**src/rtl/fifo_pkg.sv**
```systemverilog
// -----------------------------------------------------------------------------
// fifo_pkg
// Shared definitions for sync_fifo_param:
//   ptr_w()        width of a read/write pointer (and of the occupancy count)
//   ptr_t          pointer/count type for the default 16-entry geometry
//   DEF_*          default geometry and almost-full/almost-empty thresholds
//   is_pow2()      helper for the elaboration-time checks in the top level
// -----------------------------------------------------------------------------
package fifo_pkg;

    localparam int DEF_DEPTH     = 16;
    localparam int DEF_AE_THRESH = 2;
    // The default almost_full threshold sits this many entries below DEPTH.
    localparam int DEF_AF_MARGIN = 2;

    // One extra bit over the address width gives the wrap bit, which lets
    // wptr-rptr distinguish a full FIFO from an empty one.
    function automatic int ptr_w(input int depth);
        return $clog2(depth) + 1;
    endfunction

    function automatic bit is_pow2(input int n);
        return (n > 0) && ((n & (n - 1)) == 0);
    endfunction

    typedef logic [ptr_w(DEF_DEPTH)-1:0] ptr_t;

endpackage

```
**src/rtl/sync_fifo_param_if.sv**
```systemverilog
// -----------------------------------------------------------------------------
// sync_fifo_param_if
// Producer/consumer bus of sync_fifo_param.
//   wr, din           write request and data
//   rd                read request
//   dout, rd_valid    registered read data and its one-cycle strobe
//   count             occupancy 0..DEPTH
//   empty, full, almost_empty, almost_full   status flags
//   err_clr, overflow, underflow   sticky error flags (only with FIFO_ERR_EN)
// Modports: master = the producer/consumer side, slave = the FIFO.
// -----------------------------------------------------------------------------
interface sync_fifo_param_if
    import fifo_pkg::*;
#(
    parameter int WIDTH = 8,
    parameter int DEPTH = DEF_DEPTH
);
    localparam int CW = ptr_w(DEPTH);

    logic             wr;
    logic [WIDTH-1:0] din;
    logic             rd;
    logic [WIDTH-1:0] dout;
    logic             rd_valid;
    logic [CW-1:0]    count;
    logic             empty;
    logic             full;
    logic             almost_empty;
    logic             almost_full;
`ifdef FIFO_ERR_EN
    logic             err_clr;
    logic             overflow;
    logic             underflow;
`endif

    modport master (
        output wr, din, rd,
`ifdef FIFO_ERR_EN
        output err_clr,
        input  overflow, underflow,
`endif
        input  dout, rd_valid, count, empty, full, almost_empty, almost_full
    );

    modport slave (
        input  wr, din, rd,
`ifdef FIFO_ERR_EN
        input  err_clr,
        output overflow, underflow,
`endif
        output dout, rd_valid, count, empty, full, almost_empty, almost_full
    );

endinterface

```
**src/rtl/fifo_ptr.sv**
```systemverilog
// -----------------------------------------------------------------------------
// fifo_ptr
// Binary pointer register with increment enable; wraps by natural rollover.
//   clk  clock
//   rst  asynchronous active-low reset, clears the pointer
//   inc  advance the pointer by one on this edge
//   ptr  current pointer value
// -----------------------------------------------------------------------------
module fifo_ptr #(
    parameter int W = 5
) (
    input  logic         clk,
    input  logic         rst,
    input  logic         inc,
    output logic [W-1:0] ptr
);

    always_ff @(posedge clk or negedge rst) begin
        if (!rst) begin
            ptr <= '0;
        end else if (inc) begin
            ptr <= ptr + 1'b1;
        end
    end

endmodule

```
**src/rtl/sync_fifo_param.sv**
```systemverilog
// -----------------------------------------------------------------------------
// sync_fifo_param
// Single-clock FIFO of DEPTH x WIDTH using every entry (no reserved slot).
// Read data is registered with one cycle of latency and qualified by rd_valid.
// A write while full is accepted when a read is accepted in the same cycle.
// All status flags decode from the registered pointers only.
//   clk   clock, all state on the rising edge
//   rst   asynchronous active-low reset
//   bus   sync_fifo_param_if.slave: wr/din, rd, dout/rd_valid, count, flags
// Optional build macro FIFO_ERR_EN adds sticky overflow/underflow flags with
// a synchronous err_clr; without it illegal requests are silently ignored.
// -----------------------------------------------------------------------------
module sync_fifo_param
    import fifo_pkg::*;
#(
    parameter int WIDTH     = 8,
    parameter int DEPTH     = DEF_DEPTH,
    parameter int AF_THRESH = DEPTH - DEF_AF_MARGIN,
    parameter int AE_THRESH = DEF_AE_THRESH
) (
    input  logic            clk,
    input  logic            rst,
    sync_fifo_param_if.slave bus
);

    localparam int ADDR_W = $clog2(DEPTH);
    localparam int PW     = ptr_w(DEPTH);

    if (!is_pow2(DEPTH) || DEPTH < 4) begin : g_bad_depth
        $error("sync_fifo_param: DEPTH must be a power of 2 and >= 4");
    end
    if (!(AE_THRESH < AF_THRESH && AF_THRESH <= DEPTH)) begin : g_bad_thresh
        $error("sync_fifo_param: need AE_THRESH < AF_THRESH <= DEPTH");
    end

    logic [PW-1:0]    wptr;
    logic [PW-1:0]    rptr;
    logic [PW-1:0]    cnt;
    logic             empty_c;
    logic             full_c;
    logic             rd_acc;
    logic             wr_acc;
    logic [WIDTH-1:0] mem [DEPTH];
    logic [WIDTH-1:0] dout_p1;
    logic             vld_p1;

    fifo_ptr #(.W(PW)) u_wptr (
        .clk (clk),
        .rst (rst),
        .inc (wr_acc),
        .ptr (wptr)
    );

    fifo_ptr #(.W(PW)) u_rptr (
        .clk (clk),
        .rst (rst),
        .inc (rd_acc),
        .ptr (rptr)
    );

    // Modular subtraction of the wrap-bit pointers yields 0..DEPTH directly.
    assign cnt     = wptr - rptr;
    assign empty_c = (cnt == '0);
    assign full_c  = (cnt == PW'(DEPTH));

    // No bypass: a read on an empty FIFO is rejected even if a write arrives.
    // A write while full is taken only when the read frees the oldest slot.
    assign rd_acc = bus.rd && !empty_c;
    assign wr_acc = bus.wr && (!full_c || rd_acc);

    // Storage is deliberately left out of reset.
    always_ff @(posedge clk) begin
        if (wr_acc) begin
            mem[wptr[ADDR_W-1:0]] <= bus.din;
        end
    end

    // ---- stage p1: registered read data and its valid strobe ----
    always_ff @(posedge clk or negedge rst) begin
        if (!rst) begin
            dout_p1 <= '0;
            vld_p1  <= 1'b0;
        end else begin
            vld_p1 <= rd_acc;
            if (rd_acc) begin
                dout_p1 <= mem[rptr[ADDR_W-1:0]];
            end
        end
    end

    assign bus.dout         = dout_p1;
    assign bus.rd_valid     = vld_p1;
    assign bus.count        = cnt;
    assign bus.empty        = empty_c;
    assign bus.full         = full_c;
    assign bus.almost_empty = (cnt <= PW'(AE_THRESH));
    assign bus.almost_full  = (cnt >= PW'(AF_THRESH));

`ifdef FIFO_ERR_EN
    logic ovf_q;
    logic unf_q;

    // Set is evaluated after the clear so a same-cycle set wins.
    always_ff @(posedge clk or negedge rst) begin
        if (!rst) begin
            ovf_q <= 1'b0;
            unf_q <= 1'b0;
        end else begin
            if (bus.err_clr) begin
                ovf_q <= 1'b0;
                unf_q <= 1'b0;
            end
            if (bus.wr && full_c && !bus.rd) begin
                ovf_q <= 1'b1;
            end
            if (bus.rd && empty_c) begin
                unf_q <= 1'b1;
            end
        end
    end

    assign bus.overflow  = ovf_q;
    assign bus.underflow = unf_q;
`endif

endmodule

```
**src/flat_wrapper.sv**
```systemverilog
// flat-port wrapper written by rule: the top's interface ports become plain ports
module sync_fifo_param_flat import fifo_pkg::*;
#(
    parameter int WIDTH     = 8,
    parameter int DEPTH     = DEF_DEPTH,
    parameter int AF_THRESH = DEPTH - DEF_AF_MARGIN,
    parameter int AE_THRESH = DEF_AE_THRESH
)
  (clk, rst, bus_wr, bus_din, bus_rd, bus_dout, bus_rd_valid, bus_count, bus_empty, bus_full, bus_almost_empty, bus_almost_full);
  sync_fifo_param_if #(.WIDTH(WIDTH), .DEPTH(DEPTH)) bus_i ();
  input  logic clk;
  input  logic rst;
  input wire logic [$bits(bus_i.wr)-1:0] bus_wr;
  input wire logic [$bits(bus_i.din)-1:0] bus_din;
  input wire logic [$bits(bus_i.rd)-1:0] bus_rd;
  output wire logic [$bits(bus_i.dout)-1:0] bus_dout;
  output wire logic [$bits(bus_i.rd_valid)-1:0] bus_rd_valid;
  output wire logic [$bits(bus_i.count)-1:0] bus_count;
  output wire logic [$bits(bus_i.empty)-1:0] bus_empty;
  output wire logic [$bits(bus_i.full)-1:0] bus_full;
  output wire logic [$bits(bus_i.almost_empty)-1:0] bus_almost_empty;
  output wire logic [$bits(bus_i.almost_full)-1:0] bus_almost_full;
  assign bus_i.wr = bus_wr;
  assign bus_i.din = bus_din;
  assign bus_i.rd = bus_rd;
  assign bus_dout = bus_i.dout;
  assign bus_rd_valid = bus_i.rd_valid;
  assign bus_count = bus_i.count;
  assign bus_empty = bus_i.empty;
  assign bus_full = bus_i.full;
  assign bus_almost_empty = bus_i.almost_empty;
  assign bus_almost_full = bus_i.almost_full;
  sync_fifo_param #(.WIDTH(WIDTH), .DEPTH(DEPTH), .AF_THRESH(AF_THRESH), .AE_THRESH(AE_THRESH)) u_core (.clk(clk), .rst(rst), .bus(bus_i));
endmodule
```
**config.mk**
```make
export PLATFORM = sky130hd
export DESIGN_NAME = sync_fifo_param_flat
export DESIGN_NICKNAME = d
export VERILOG_FILES = /design/src/rtl/fifo_pkg.sv /design/src/rtl/sync_fifo_param_if.sv /design/src/rtl/fifo_ptr.sv /design/src/rtl/sync_fifo_param.sv /design/src/flat_wrapper.sv
export SDC_FILE = /design/constraint.sdc
export NUM_CORES = 1
export LEC_CHECK = 0
export ABC_CLOCK_PERIOD_IN_PS = 4000
export CORE_MARGIN = 2
export CORE_UTILIZATION = 55
export DETAILED_ROUTE_END_ITERATION = 12
export MAX_ROUTING_LAYER = met4
export PLACE_DENSITY = 0.82
export SYNTH_ARGS = -nofsm -noshare
export SYNTH_HDL_FRONTEND = slang
export SYNTH_SLANG_ARGS = --single-unit
export TNS_END_PERCENT = 20
```
**constraint.sdc**
```tcl
create_clock -name clk -period 4 [get_ports clk]
set_input_delay 0.4 -clock clk [delete_from_list [all_inputs] [get_ports clk]]
set_output_delay 0.4 -clock clk [all_outputs]
set_load 0.005 [all_outputs]
```
==> results.json, run 1 <==
{
  "syn_area_um2": 5980,
  "htreeDepth": 4,
  "arrival_ns": 3.34,
  "finalSetupViolCount": 0,
  "end_kind": "primary output",
  "placed_cell_area_um2": 6490,
  "cts_buffer_depth": 2,
  "crit_chain": "inv_1, ha_1, fa_1, xnor2_1, nor2_1, mux2i_1, buf_4, nor2_1, clkdlybuf4s50_1",
  "antenna_found_initial": 0,
  "drtIter0Drc": 299,
  "die_area_um2": 11700,
  "path_delay_family": "buffers and inverters",
  "finalHoldViolations": 0,
  "crit_top_cell": "nor2_1",
  "synth_edf_count": 128,
  "ys_top_cells_by_count": "edfxtp_1 (128), mux4_2 (32), dfrtp_1 (19), nor2_1 (19), o22ai_1 (16)",
  "track_usage_pct": 23.8,
  "finalCritPeriodShare_pct": 93.5,
  "vias": 3174,
  "yosysSeqAreaShare_pct": 72.3,
  "core_um2": 10700,
  "drive_above_1_share_pct": 22.6,
  "rsz0062_at_grt": "false",
  "crit_path_max_fanout": 7,
  "async_flop_share_pct": 12.9,
  "maxSlewHeadroom_pct": 35.8,
  "path_buf_inv": 3,
  "crit_cells": 9,
  "yosys_warnings": 0,
  "fmax_ghz": 0.267,
  "cp_slowest_cell": "mux2i_1",
  "ys_ff_latch": 147,
  "maxCapViolations": 0,
  "hpwlAfterDp_um": 7550,
  "grt_pass1_wl_um": 18500,
  "ant_nets": 0,
  "synth_most_common_cell": "edfxtp_1",
  "cts_tree": "done",
  "slowest_delay_ns": 0.44,
  "min_path_type": "primary input to async pin",
  "yosysUniqueCellTypes": 40,
  "rr_worst_depth": 10,
  "tns_ns": 0,
  "gp_congestion": 0.913,
  "fp-row-count": 38,
  "final_nets": 390,
  "utilization_pct": 66.2,
  "synth.area.top_cells": "edfxtp_1 (64%), mux4_2 (12%), dfrtp_1 (8.0%), ha_1 (1.9%), o22ai_1 (1.7%)",
  "cts_made_buffers": 17,
  "hold_buffers": 0,
  "drcViolationCount": 0,
  "die_x_um": 108,
  "synth.largest_area_cell": "edfxtp_1",
  "port-buffer-count": 29,
  "vdd_drop_max_v": 0.000685,
  "clk_latency_ns": 0.52,
  "p_per_area_nw_per_um2": 819,
  "leakage_nw": 2.39,
  "synth_top_area_share_pct": 64.3,
  "wl_um": 12100,
  "drt-pass1-iter-count": 4,
  "grt_max_degree": 36,
  "design_area_um2": 7080,
  "fin_crit_ns": 3.74,
  "cts.reportedPaths.clkPinSlew_ns": 0.06,
  "vias_per_cell": 6.09,
  "slew_violations": 0,
  "diodes": 0,
  "grt_pass1_vias": 3289,
  "cts_root_buffer": "clkbuf_8",
  "synth.net_count": 340,
  "clkSinkCount": 147,
  "initial_core_util_pct": 55.9,
  "fillers": 704,
  "syn_inst": 318,
  "crit_type": "flip-flop to primary output",
  "grt-ovfl-total": 0,
  "status": "complete, no violations",
  "num_io_pins": 30,
  "critPathLaunchType": "flip-flop",
  "fin_skew_ns": 0.00810,
  "required_ns": 3.60,
  "tightest_slew_ns": 0.960,
  "routedWlPerCell_um": 23.1,
  "areaGrowthSynthToFinish_pct": 18.5,
  "die_height_um": 108,
  "syn_avg_cell_area_um2": 18.8,
  "synth_flop_cell": "edfxtp_1"
}
path summary, 6_finish.rpt:
path                                                        from                          endpoint  slack (ns)
worst max-delay path            u_core.u_wptr.ptr[0]$_DFFE_PN0P_                          bus_full        0.26
max in group asynchronous                                    rst  u_core.u_rptr.ptr[0]$_DFFE_PN0P_        2.94
min in group clk                u_core.u_rptr.ptr[4]$_DFFE_PN0P_  u_core.u_rptr.ptr[4]$_DFFE_PN0P_        0.50
worst min register to register  u_core.u_rptr.ptr[4]$_DFFE_PN0P_  u_core.u_rptr.ptr[4]$_DFFE_PN0P_        0.50
worst max register to register  u_core.u_wptr.ptr[0]$_DFFE_PN0P_        u_core.mem[7][2]$_DFFE_PP_        0.42
worst min-delay path                                         rst  u_core.u_rptr.ptr[4]$_DFFE_PN0P_        0.41
through the flow:
stage	worst slack (ns)	power (W)	hold slack (ns)	cells
5_1_grt	0.0785	0.00609	0.474	521
3_5_place_dp	0.373	0.00422	0.488	488
2_1_floorplan	0.374	0.00341	0.104	318
3_3_place_gp	0.625	0.00413	0.476	488
6_report	0.261	0.00580	0.410	521
4_1_cts	0.130	0.00584	0.425	521
power by group:
group	internal (W)	total [W]	switching, W
Combinational	0.00106	0.00218	0.00113
Sequential	0.00191	0.00206	0.000148
Clock	0.00100	0.00156	0.000559
per-layer routing:
layer  vias to the layer above  wire [um]  track usage [%]
met2                       138       6180             36.5
met1                      1617       4620             28.7
met3                        35        725             5.24
met4                         0        532             15.5
met5                         -          0                -
li1                       1384          -                -
kinds of logic (layout without fill, tap and decap cells):
logic type / after synthesis / count (layout) / share of synthesized area (%)
and+or+nand+nor: 53 / 53 / 4.23
AOI/OAI and AO/OA: 31 / 31 / 3.71
DFF: 147 / 147 / 72.3
adders and majority gates: 10 / 10 / 2.22
buffers and inverters: 23 / 86 / 1.74
xor gates and xnor gates: 11 / 11 / 1.74
muxes: 43 / 43 / 14.1
what timing repair did:
action / in CTS / in global routing
gates resized for setup: 0 / 1
pin swaps: 1 / 0
setup endpoints to repair: 1 / 1
setup buffers: 1 / 0
sequential cells by signal, summed over array words and instances, names as in the netlist:
register and flops:
u_core.mem 128, u_core.bus.dout 8, u_core.u_wptr.ptr 5, u_core.u_rptr.ptr 5, u_core.bus.rd_valid 1
placed cells by master (no fill, tap or decap), drive strengths merged, types with 9 or more instances in the layout:
master and count:
edfxtp 128, dfrtp 19, clkbuf 20, inv 9, nand2 11, mux4 32, mux2 10, clkdlybuf4s50 29
buf 16, nor2 19, nor3 9, o22ai 16, ha 9
cell type report:
class	instances	area [um^2]	share of cell area [%]
inverters	9	33.8	0.477
clock buffers	20	425	6.01
repair buffers	45	410	5.79
multi-input cells	148	1560	22.0
well taps	140	175	2.47
clock inverters	12	163	2.30
flip-flops and latches	147	4320	61.0
Power figures use the tool's default switching activity.
==> inputs of run 2 (changes only) <==
--- a/config.mk
+++ b/config.mk
@@ -7,10 +7,10 @@
 export LEC_CHECK = 0
 export ABC_CLOCK_PERIOD_IN_PS = 4000
 export CORE_MARGIN = 2
-export CORE_UTILIZATION = 55
+export CORE_UTILIZATION = 40
 export DETAILED_ROUTE_END_ITERATION = 12
 export MAX_ROUTING_LAYER = met4
-export PLACE_DENSITY = 0.82
+export PLACE_DENSITY = 0.65
 export SYNTH_ARGS = -nofsm -noshare
 export SYNTH_HDL_FRONTEND = slang
 export SYNTH_SLANG_ARGS = --single-unit
==> run 2 against run 1 <==
Against the previous run: global-route usage down 6.5 points; die area up 36%; maximum frequency up 0.45%; clock-buffer cell count down 3; register-to-register slack better by 0.08 ns; hold slack better by 0.081 ns; combinational power about the same; largest cell class unchanged; clock skew up 0.0040 ns; power down 0.76%.
==> results.json, run 2 (same netlist as run 1, synthesis figures left out) <==
{
  "status": "complete, no violations",
  "finalSetupViolCount": 0,
  "crit_type": "flip-flop to primary output",
  "cts_root_buffer": "clkbuf_16",
  "placed_cell_area_um2": 6560,
  "cts_tree": "done",
  "grtUsageMet1_pct": 23.9,
  "tns_ns": 0,
  "fp-row-count": 44,
  "drive_above_1_share_pct": 23.8,
  "drt-pass1-iter-count": 4,
  "path_delay_family": "buffers and inverters",
  "finalCritPeriodShare_pct": 93.1,
  "die_area_um2": 15900,
  "grt_max_degree": 36,
  "maxCapViolations": 0,
  "rsz0062_at_grt": "false",
  "layout_commonest_cell": "edfxtp_1",
  "required_ns": 3.60,
  "design_area_um2": 7130,
  "maxSlewHeadroom_pct": 35.3,
  "cts_repair_resize_count": 0,
  "finalHoldViolations": 0,
  "p_per_area_nw_per_um2": 808,
  "track_usage_pct": 17.2,
  "areaGrowthSynthToFinish_pct": 19.3,
  "crit_path_max_fanout": 7,
  "clkSinkCount": 147,
  "grt_pass1_vias": 3177,
  "met2_usage_pct": 25.1,
  "crit_chain": "inv_1, ha_1, fa_1, xnor2_1, nor2_1, mux2i_1, buf_4, nor2_1, clkdlybuf4s50_1",
  "gp_congestion": 0.805,
  "core_um2": 14600,
  "critPathLaunchType": "flip-flop",
  "total_power_w": 0.00576,
  "drtIter0Drc": 380,
  "cts_made_buffers": 17,
  "die_height_um": 126,
  "num_io_pins": 30,
  "leakage_nw": 2.37,
  "diodes": 0,
  "routedWlPerCell_um": 22.3,
  "fmax_ghz": 0.269,
  "slew_violations": 0,
  "die_x_um": 126,
  "fin_crit_ns": 3.72,
  "wl_um": 12600,
  "clk_latency_ns": 0.42,
  "grt-ovfl-total": 0,
  "path_buf_inv": 3,
  "vias": 3138,
  "vias_per_cell": 5.54,
  "cts_buffer_depth": 2,
  "port-buffer-count": 29,
  "fin_skew_ns": 0.0121,
  "crit_top_cell": "nor2_1",
  "antenna_found_initial": 0,
  "min_path_type": "flip-flop to flip-flop",
  "vdd_drop_max_v": 0.000384,
  "cp_slowest_cell": "mux2i_1",
  "slowest_delay_ns": 0.52,
  "grtUsageMet3_pct": 4.16,
  "end_kind": "primary output",
  "arrival_ns": 3.32,
  "initial_core_util_pct": 41.0,
  "htreeDepth": 4,
  "final_nets": 391,
  "tightest_slew_ns": 0.968,
  "final_cell_mix": "edfxtp_1 (128), mux4_2 (32), clkdlybuf4s50_1 (29)",
  "ant_nets": 0,
  "drcViolationCount": 0,
  "grt-busiest-layer": "met2",
  "largest_register_ffs": 128,
  "hpwlAfterDp_um": 8310,
  "cts.reportedPaths.clkPinSlew_ns": 0.06,
  "grt_pass1_wl_um": 19300
}
==> run 2: stage by stage <==
| step | setup WS [ns] | hold WS, ns | cells | utilization, % |
|---|---|---|---|---|
| final | 0.278 | 0.491 | 566 | 48.9 |
| after global routing | 0.0867 | 0.516 | 566 | 48.9 |
| after CTS | 0.0273 | 0.497 | 565 | 48.8 |
| after detailed placement | 0.484 | 0.485 | 533 | 45.0 |
| after global placement | 0.591 | 0.474 | 533 | 45.0 |
| after floorplan | 0.374 | 0.104 | 318 | - |
==> run 2: cell type report <==
| class | instances | area [um^2] |
|---|---|---|
| fill | 1179 | 7460 |
| sequential | 147 | 4320 |
| multi-input combinational | 148 | 1570 |
| clock buffer | 17 | 425 |
| timing repair buffer | 46 | 418 |
| tap | 184 | 230 |
| clock inverter | 15 | 138 |
| inverter | 9 | 33.8 |
==> run 2: where the power goes <==
group | total, W | internal (W) | switching, W
sequential | 0.00206 | 0.00191 | 0.000153
clock | 0.00151 | 0.000909 | 0.000602
combinational | 0.00219 | 0.00106 | 0.00113
total | 0.00576 | 0.00388 | 0.00188
==> run 2: repair_timing <==
item,4_1_cts,5_1_grt
buffers inserted,0,1
endpoints found under the setup margin,0,1
hold buffers,0,0
==> run 2: final timing paths <==
kind / start / to / slack, ns / depth (start not counted)
worst max-delay path: u_core.u_wptr.ptr[0]$_DFFE_PN0P_ / bus_full / 0.28 / 9
max in group asynchronous: rst / u_core.u_rptr.ptr[0]$_DFFE_PN0P_ / 2.83 / 1
worst max register to register: u_core.u_wptr.ptr[0]$_DFFE_PN0P_ / u_core.mem[10][2]$_DFFE_PP_ / 0.50 / 9
min in group asynchronous: rst / u_core.u_wptr.ptr[4]$_DFFE_PN0P_ / 0.52 / 1
worst min-delay path: u_core.bus.dout[2]$_DFFE_PN0P_ / u_core.bus.dout[2]$_DFFE_PN0P_ / 0.49 / 1
worst min register to register: u_core.bus.dout[2]$_DFFE_PN0P_ / u_core.bus.dout[2]$_DFFE_PN0P_ / 0.49 / 1
==> run 2: per-layer routing <==
metal | wire length (um) | vias to the layer above | share of wire [%]
li1 | - | 1379 | -
met1 | 5590 | 1625 | 44
met2 | 6040 | 119 | 48
met3 | 794 | 15 | 6.3
met4 | 175 | 0 | 1.4
met5 | 0 | - | 0
==> inputs of run 3 (changes only) <==
--- a/config.mk
+++ b/config.mk
@@ -6,11 +6,13 @@
 export NUM_CORES = 1
 export LEC_CHECK = 0
 export ABC_CLOCK_PERIOD_IN_PS = 4000
+export CAP_MARGIN = 40
 export CORE_MARGIN = 2
 export CORE_UTILIZATION = 40
 export DETAILED_ROUTE_END_ITERATION = 12
 export MAX_ROUTING_LAYER = met4
 export PLACE_DENSITY = 0.65
+export SETUP_SLACK_MARGIN = 0.02
 export SYNTH_ARGS = -nofsm -noshare
 export SYNTH_HDL_FRONTEND = slang
 export SYNTH_SLANG_ARGS = --single-unit
==> run 3 against run 2 <==
Against the previous run: sequential share of layout area shrank 0.59 points; combinational power about the same; cell count is 0.71% higher; clock-buffer cell count rose by 2; sequential power about the same; maximum frequency increased by 0.77%; clock skew is 0.0034 ns lower; global-route usage increased by 0.20 points; power increased by 1.1%; routed wire length grew 0.70%; non-clock buffer count rose by 5; critical endpoint is now bus_almost_empty.
==> results.json, run 3 (same netlist as run 1, synthesis figures left out) <==
{
  "design_area_um2": 7200,
  "path_delay_family": "buffers and inverters",
  "fp-row-count": 44,
  "areaGrowthSynthToFinish_pct": 20.5,
  "cp_slowest_cell": "clkdlybuf4s50_1",
  "fin_hold_ws_ns": 0.243,
  "clk_latency_ns": 0.41,
  "p_per_area_nw_per_um2": 809,
  "maxSlewHeadroom_pct": 48.3,
  "diodes": 0,
  "cts_made_buffers": 17,
  "rr_startpoint": "u_core.u_wptr.ptr[0]$_DFFE_PN0P_",
  "fin_skew_ns": 0.00869,
  "end_kind": "primary output",
  "hpwlAfterDp_um": 8390,
  "tightest_slew_ns": 0.773,
  "fmax_ghz": 0.271,
  "ant_nets": 0,
  "die_x_um": 126,
  "track_usage_pct": 17.4,
  "crit_path_max_fanout": 8,
  "wl_um": 12700,
  "grt_pass1_wl_um": 19400,
  "vdd_drop_max_v": 0.000373,
  "htreeDepth": 4,
  "grt_pass1_vias": 3163,
  "slowest_delay_ns": 0.58,
  "slew_violations": 0,
  "drcViolationCount": 0,
  "initial_core_util_pct": 41.0,
  "crit_type": "flip-flop to primary output",
  "core_um2": 14600,
  "vias_per_cell": 5.55,
  "largest_register_ffs": 128,
  "routedWlPerCell_um": 22.3,
  "die_height_um": 126,
  "final_cell_mix": "edfxtp_1 (128), mux4_2 (32), clkdlybuf4s50_1 (29)",
  "status": "complete, no violations",
  "arrival_ns": 3.29,
  "fin_crit_ns": 3.69,
  "port-buffer-count": 29,
  "critPathLaunchType": "flip-flop",
  "final_nets": 396,
  "layout_commonest_cell": "edfxtp_1",
  "cts_buffer_depth": 2,
  "crit_chain": "inv_1, ha_1, fa_1, nand2b_1, a21oi_1, xor2_2, inv_2, a2111oi_0, clkdlybuf4s50_1",
  "finalSetupViolCount": 0,
  "drive_above_1_share_pct": 24.6,
  "gp_congestion": 0.805,
  "placed_cell_area_um2": 6620,
  "grt-ovfl-total": 0,
  "fillers": 1165,
  "min_path_type": "primary input to async pin",
  "cts.reportedPaths.clkPinSlew_ns": 0.05,
  "die_area_um2": 15900,
  "required_ns": 3.60,
  "tns_ns": 0,
  "drtIter0Drc": 406,
  "clkSinkCount": 147,
  "antenna_found_initial": 0,
  "num_io_pins": 30,
  "setup.worst_path.start": "u_core.u_wptr.ptr[0]$_DFFE_PN0P_",
  "maxCapViolations": 0,
  "vias": 3165,
  "leakage_nw": 2.41,
  "path_buf_inv": 3,
  "cts_root_buffer": "clkbuf_16",
  "grt_max_degree": 36,
  "finalHoldViolations": 0,
  "finalCritPeriodShare_pct": 92.3,
  "cts_tree": "done",
  "drt-pass1-iter-count": 5,
  "rsz0062_at_grt": "false"
}
run 3: changes by cell type in the layout (fill, tap and decap cells not counted):
cell / previous run / this run
clkinv_1: 5 / 4
clkbuf_1: 0 / 2
mux2i_2: 0 / 1
bufinv_16: 2 / 3
buf_16: 0 / 1
buf_4: 17 / 21
clkinvlp_4: 3 / 2
inv_6: 3 / 1
mux2i_1: 1 / 0
run 3: power breakdown:
| part | internal (W) | total (W) | switching, W |
|---|---|---|---|
| Sequential | 0.00191 | 0.00206 | 0.000153 |
| Clock | 0.000967 | 0.00155 | 0.000578 |
| Combinational | 0.00107 | 0.00222 | 0.00115 |
run 3: cell type report:
type	instances	area, um^2	area share, %
timing repair buffer	51	475	6.60
clock buffer	19	433	6.01
multi-input combinational	148	1570	21.8
sequential	147	4320	60.0
tap	184	230	3.20
inverter	9	33.8	0.469
clock inverter	12	139	1.93
run 3: path summary, 6_finish.rpt:
path	cells past startpoint	slack, ns	endpoint
hold / removal	1	0.24	u_core.u_wptr.ptr[0]$_DFFE_PN0P_
setup reg to reg	9	0.52	u_core.mem[10][2]$_DFFE_PP_
hold reg to reg	1	0.49	u_core.bus.dout[1]$_DFFE_PN0P_
max in group asynchronous	2	3.36	u_core.u_rptr.ptr[0]$_DFFE_PN0P_
setup / recovery	9	0.31	bus_almost_empty
min in group clk	1	0.49	u_core.bus.dout[1]$_DFFE_PN0P_
run 3: through the flow:
stage	total power (W)	instances	setup WS, ns	utilization (%)
after floorplan	0.00341	318	0.374	-
after global placement	0.00422	533	0.591	45.0
after detailed placement	0.00427	538	0.422	45.4
after CTS	0.00582	569	0.0305	49.3
after global routing	0.00612	570	0.0420	49.4
final	0.00583	570	0.306	49.4
run 3: timing repair:
action                                  CTS  global route
buffers inserted                          0             1
hold buffers                              0             0
endpoints found under the setup margin    0             3
resized for setup                         0             1
run 3: metal layers:
| metal | track usage (%) | part of all wire (%) | up-vias |
|---|---|---|---|
| met5 | - | 0 | - |
| met1 | 24.3 | 45 | 1642 |
| li1 | - | - | 1388 |
| met2 | 25.1 | 48 | 121 |
| met3 | 3.95 | 5.5 | 14 |
| met4 | 6.98 | 1.6 | 0 |
